## src/rtl/alu_pkg.sv

```systemverilog
// Shared definitions for the ALU and its arbiter: opcodes, default widths and
// the arbiter FSM state type.
package alu_pkg;

    localparam int ALU_DW  = 32;
    localparam int ALU_OPW = 5;

    localparam logic [4:0] OP_NOP     = 5'h00;
    localparam logic [4:0] OP_ADD     = 5'h01;
    localparam logic [4:0] OP_SUB     = 5'h02;
    localparam logic [4:0] OP_AND     = 5'h03;
    localparam logic [4:0] OP_OR      = 5'h04;
    localparam logic [4:0] OP_XOR     = 5'h05;
    localparam logic [4:0] OP_NOR     = 5'h06;
    localparam logic [4:0] ALU_OP_MAX = 5'h06;

    typedef enum logic [1:0] {
        ST_IDLE,
        ST_EXEC,
        ST_CAPT,
        ST_RESP
    } alu_arb_state_t;

endpackage

```

## src/rtl/alu_arbiter_rr_arb2.sv

```systemverilog
// Combinational two-way round-robin picker: a lone request wins outright,
// a tie goes to the port that was not served last.
module rr_arb2 (
    input  logic [1:0] req,
    input  logic       last,
    output logic [1:0] grant,
    output logic       idx
);

    assign idx   = (req == 2'b11) ? ~last : req[1];
    assign grant = (req == 2'b00) ? 2'b00 : (idx ? 2'b10 : 2'b01);

endmodule

```

## src/rtl/alu_arbiter.sv

```systemverilog
// Two-port round-robin sequencer for the shared registered ALU: accepts one
// operation, waits out the ALU latency, and returns the result to its port.
module alu_arbiter
    import alu_pkg::*;
#(
    parameter int DW  = ALU_DW,
    parameter int OPW = ALU_OPW
) (
    input  logic           clk,
    input  logic           rst_n,
    input  logic [1:0]     req_valid,
    output logic [1:0]     req_ready,
    input  logic [DW-1:0]  req0_a,
    input  logic [DW-1:0]  req0_b,
    input  logic [OPW-1:0] req0_op,
    input  logic [DW-1:0]  req1_a,
    input  logic [DW-1:0]  req1_b,
    input  logic [OPW-1:0] req1_op,
    output logic [1:0]     rsp_valid,
    input  logic [1:0]     rsp_ready,
    output logic [DW-1:0]  rsp_data,
    output logic           rsp_err,
    output logic           busy,
    output logic [DW-1:0]  alu_a,
    output logic [DW-1:0]  alu_b,
    output logic [OPW-1:0] alu_op,
    input  logic [DW-1:0]  alu_out
);

    alu_arb_state_t state, state_nxt;
    logic           last_grant, gnt_q, idx;
    logic [1:0]     grant;
    logic [DW-1:0]  sel_a, sel_b;
    logic [OPW-1:0] sel_op;
    logic           sel_legal, accept, rsp_fire;

    rr_arb2 u_rr (
        .req   (req_valid),
        .last  (last_grant),
        .grant (grant),
        .idx   (idx)
    );

    assign sel_a     = idx ? req1_a  : req0_a;
    assign sel_b     = idx ? req1_b  : req0_b;
    assign sel_op    = idx ? req1_op : req0_op;
    assign sel_legal = (sel_op <= OPW'(ALU_OP_MAX));

    assign accept    = (state == ST_IDLE) && (req_valid != 2'b00);
    assign rsp_fire  = (state == ST_RESP) && rsp_ready[gnt_q];
    assign req_ready = (state == ST_IDLE) ? grant : 2'b00;
    assign rsp_valid = (state == ST_RESP) ? (gnt_q ? 2'b10 : 2'b01) : 2'b00;
    assign busy      = (state != ST_IDLE);

    always_ff @(posedge clk or negedge rst_n) begin
        if (!rst_n) state <= ST_IDLE;
        else        state <= state_nxt;
    end

    // Illegal opcodes skip the ALU entirely since it would only hold stale data.
    always_comb begin
        state_nxt = state;
        case (state)
            ST_IDLE: if (accept) state_nxt = sel_legal ? ST_EXEC : ST_RESP;
            ST_EXEC: state_nxt = ST_CAPT;
            ST_CAPT: state_nxt = ST_RESP;
            ST_RESP: if (rsp_fire) state_nxt = ST_IDLE;
            default: state_nxt = ST_IDLE;
        endcase
    end

    always_ff @(posedge clk or negedge rst_n) begin
        if (!rst_n) begin
            gnt_q      <= 1'b0;
            last_grant <= 1'b1;
            alu_a      <= '0;
            alu_b      <= '0;
            alu_op     <= OPW'(OP_NOP);
            rsp_data   <= '0;
            rsp_err    <= 1'b0;
        end else begin
            case (state)
                ST_IDLE: begin
                    if (accept) begin
                        gnt_q <= idx;
                        if (sel_legal) begin
                            alu_a  <= sel_a;
                            alu_b  <= sel_b;
                            alu_op <= sel_op;
                        end else begin
                            rsp_data <= '0;
                            rsp_err  <= 1'b1;
                        end
                    end
                end
                ST_EXEC: ;
                // Operands stay put; only the opcode returns to NOP.
                ST_CAPT: begin
                    rsp_data <= alu_out;
                    rsp_err  <= 1'b0;
                    alu_op   <= OPW'(OP_NOP);
                end
                ST_RESP: if (rsp_fire) last_grant <= gnt_q;
                default: ;
            endcase
        end
    end

endmodule

```

## config.mk

```make
export PLATFORM = sky130hd
export DESIGN_NAME = alu_arbiter
export DESIGN_NICKNAME = d
export VERILOG_FILES = /design/src/rtl/alu_pkg.sv /design/src/rtl/alu_arbiter_rr_arb2.sv /design/src/rtl/alu_arbiter.sv
export SDC_FILE = /design/constraint.sdc
export NUM_CORES = 1
export LEC_CHECK = 0
export ABC_AREA = 1
export BUFFER_PORTS_ARGS = -buffer_cell sky130_fd_sc_hd__buf_2
export CAP_MARGIN = 25
export CELL_PAD_IN_SITES_DETAIL_PLACEMENT = 0
export CELL_PAD_IN_SITES_GLOBAL_PLACEMENT = 2
export CORE_MARGIN = 5
export CORE_UTILIZATION = 24
export CTS_CLUSTER_DIAMETER = 60
export CTS_CLUSTER_SIZE = 20
export DETAILED_ROUTE_END_ITERATION = 16
export PLACE_DENSITY_LB_ADDON = 0.1
export SYNTH_ARGS = -nofsm -noshare
export SYNTH_HDL_FRONTEND = slang
export SYNTH_SLANG_ARGS = --single-unit
```

## constraint.sdc

```tcl
create_clock -name clk -period 1.7 [get_ports clk]
set_input_delay 0.425 -clock clk [delete_from_list [all_inputs] [get_ports clk]]
set_output_delay 0.425 -clock clk [all_outputs]
set_load 0.05 [all_outputs]
```

==> flow_summary.toml <==
[run_status]
status = "finished with violations"
violations = "negative setup slack"

[timing]
period_share = 1.13
rsz0062_at_grt = "yes"
finalWorstSetupSlack_ns = -0.221
finalHoldViolations = 0
slew_violations = 0
max_freq_ghz = 0.521
tightestPinTransition_ns = 0.365
setup-violations-final = 107
fin_crit_ns = 1.92
max-slew-margin-rel = 0.757
finClkSkew_ns = 0.00926

[logic_synthesis]
synth_most_common_cell = "nand2_1"
synth_top_cell_by_area = "dfrtp_1"
synthTopCellsByArea = "dfrtp_1, nand2_1, mux2i_1"
synth_area_mm2 = 0.00505
ys_types = 18
muxShareOfSynthArea = 0.127
synth-adder-area-share = 0.00743
synth.top_cells.by_count = "nand2_1, dfrtp_1, mux2i_1, o21ai_1, inv_1"
synth_compound_area_frac = 0.0689
async_flop_share = 1.00
synthSimpleGateAreaFrac = 0.199
yosys_warnings = 0
ys_seq_elements = 106
synth_area_per_cell_um2 = 8.92
synth-main-ff-cell = "dfrtp_1"
ys_seq_area_frac = 0.526
synth_xor_area_frac = 0
syn_inst = 566
netlist.area_leader.share = 0.520
synth-edff-count = 0
synth_nets = 745
synth_top_family_by_area = "simple AND/OR/NAND/NOR gates"

[drt]
drc_errors = 0
num_vias = 5193
vias_per_cell = 4.32
drtIter0Drc = 136
antenna_left = 0
drt_pass1_iterations = 4
wirelength_um = 20800
wire_per_inst_um = 17.3

[clock_tree]
clock_latency_ns = 0.35
cts-root-buf = "clkbuf_16"
cts.sinks = 106
path_clk_slew_ns = 0.08
cts_tree = "yes"
htreeDepth = 3
clock_path_buffers = 2
cts_buffers = 9

[worst_setup_path]
worst_ep_required_time_ns = 1.94
crit_chain = "nand2_4 -> nand2_4 -> buf_12 -> buf_12 -> nand2_4 -> nand2_4 -> nand3_4 -> buf_6 -> buf_8 -> clkbuf_16 -> nand2_2 -> o21ai_1"
critPathArrivalTime_ns = 2.16
path_common_cell = "nand2_4"
slowest_stage = "dfstp_2"
reg2reg_from = "last_grant$_DFFE_PN1P_"
reg2reg_depth = 12
crit_path_start_kind = "flop"
cp-end-kind = "flop"
cp_max_fo = 6
crit_path_max_incr_delay_ns = 0.56
cp-startpoint = "last_grant$_DFFE_PN1P_"
worstSetupPathType = "flop to flop"

[power_and_ir_drop]
peakVddDrop_mv = 0.836
p_leak_nw = 5.17
power_mw = 18.8
p_per_area_mw_per_mm2 = 1980

[finish]
finish.utilization = 0.455
antennaDiodeCount = 0
num-nets-final = 1101
area_delta_synth_final_pct = 88.0
drive_above_1_share = 0.635

[die]
die_h_um = 155
num_rows = 53
design.core.area_mm2 = 0.0209
fp.dieW_um = 155
start_util = 0.242
io_pins = 283
dieArea_mm2 = 0.0240

[min_path]
min_path_type = "input port to flop"
whs_path_depth = 3
min-delay-start = "rsp_ready[1]"

[placed_design]
gp_congestion = 0.844
dp_hpwl_um = 13800
port_buffers = 282

[global_routing]
grt_util_all_layers = 0.160
antenna_found_initial = 0
grt_start_max_net_pins = 50
grt_pass1_vias = 5103
overflow = 0
grt_pass1_wl_um = 29900

[run]
drv_cap = 0
[area by class of cell]
class                   instances  area [um^2]
well taps                     275          344
clock buffers                  10          229
clock inverters                 6         88.8
repair buffers                379         2960
fillers                      2060        11400
inverters                      44          171
multi-input cells             382         3040
flip-flops and latches        106         2650
[cells in the final DEF (no fill, tap or decap), drive strengths merged, types with 2 or more instances in the layout]
cell type	n
buf	370
bufinv	2
clkbuf	18
clkinvlp	3
dfrtp	105
ha	3
inv	44
mux2i	64
nand2	189
nand3	45
nor2	12
o21ai	68
[kinds of logic (layout without fill, tap and decap cells)]
family,count (synthesis),in the layout
buffers and inverters,78,439
muxes,64,64
adders and majority gates,3,3
DFF,106,106
and+or+nand+nor,246,246
AOI/OAI and AO/OA,69,69
[path summary, 6_finish.rpt]
kind	end	slack (ns)
max	alu_b[22]$_DFFE_PN0P_	-0.22
min	last_grant$_DFFE_PN1P_	0.33
max reg2reg	alu_b[22]$_DFFE_PN0P_	-0.22
min reg2reg	alu_b[26]$_DFFE_PN0P_	0.48
max in group asynchronous	last_grant$_DFFE_PN1P_	0.53
min in group asynchronous	alu_b[19]$_DFFE_PN0P_	0.53
[metal layers]
metal  vias up  wire length, um  track usage  share of wire
li1       2557                -            -              -
met1      2438             8180        0.198           0.39
met2       177            10700        0.279           0.51
met3        21             1650       0.0478          0.079
met4         0              265       0.0290          0.013
met5         -                0            0              0
[registers in the layout (all words and copies together) (netlist names)]
register	flops
rsp_err	1
rsp_data	32
state	2
alu_op	5
alu_b	32
gnt_q	1
last_grant	1
alu_a	32
[report_power, final]
part | switching [mW] | total, mW | internal (mW)
Clock | 1.03 | 2.32 | 1.30
Sequential | 0.887 | 4.58 | 3.69
Combinational | 7.80 | 11.8 | 4.05
Total | 9.71 | 18.8 | 9.04
[through the flow]
step | TNS (ns) | hold slack (ns) | std cells | worst slack, ns | area [um^2]
5_1_grt | -19.85 | 0.341 | 1202 | -0.293 | 9490
2_1_floorplan | -4.62 | 0.129 | 566 | -0.188 | 5110
3_5_place_dp | -2.60 | 0.365 | 1119 | -0.0932 | 7010
6_report | -11.27 | 0.327 | 1202 | -0.221 | 9490
3_3_place_gp | -0.360 | 0.365 | 1119 | -0.0751 | 7010
4_1_cts | -7.65 | 0.312 | 1180 | -0.237 | 8460
[worst max-delay path, delay by kind of cell (launching register included)]
| family | cells | cell delay [ns] |
|---|---|---|
| AO/OA/AOI/OAI | 1 | 0.05 |
| buffers and inverters | 5 | 0.71 |
| flip-flops | 1 | 0.56 |
| AND/OR/NAND/NOR | 6 | 0.47 |
[what timing repair did]
action                                  CTS  global route
hold buffers                              1             0
gates resized for setup                 109           228
endpoints found under the hold margin    21             0
cloned                                   17            10
endpoints found under the setup margin   37           109
buffers inserted                         27            21
pin swaps                                15            16
(Power assumes the default switching activity.)
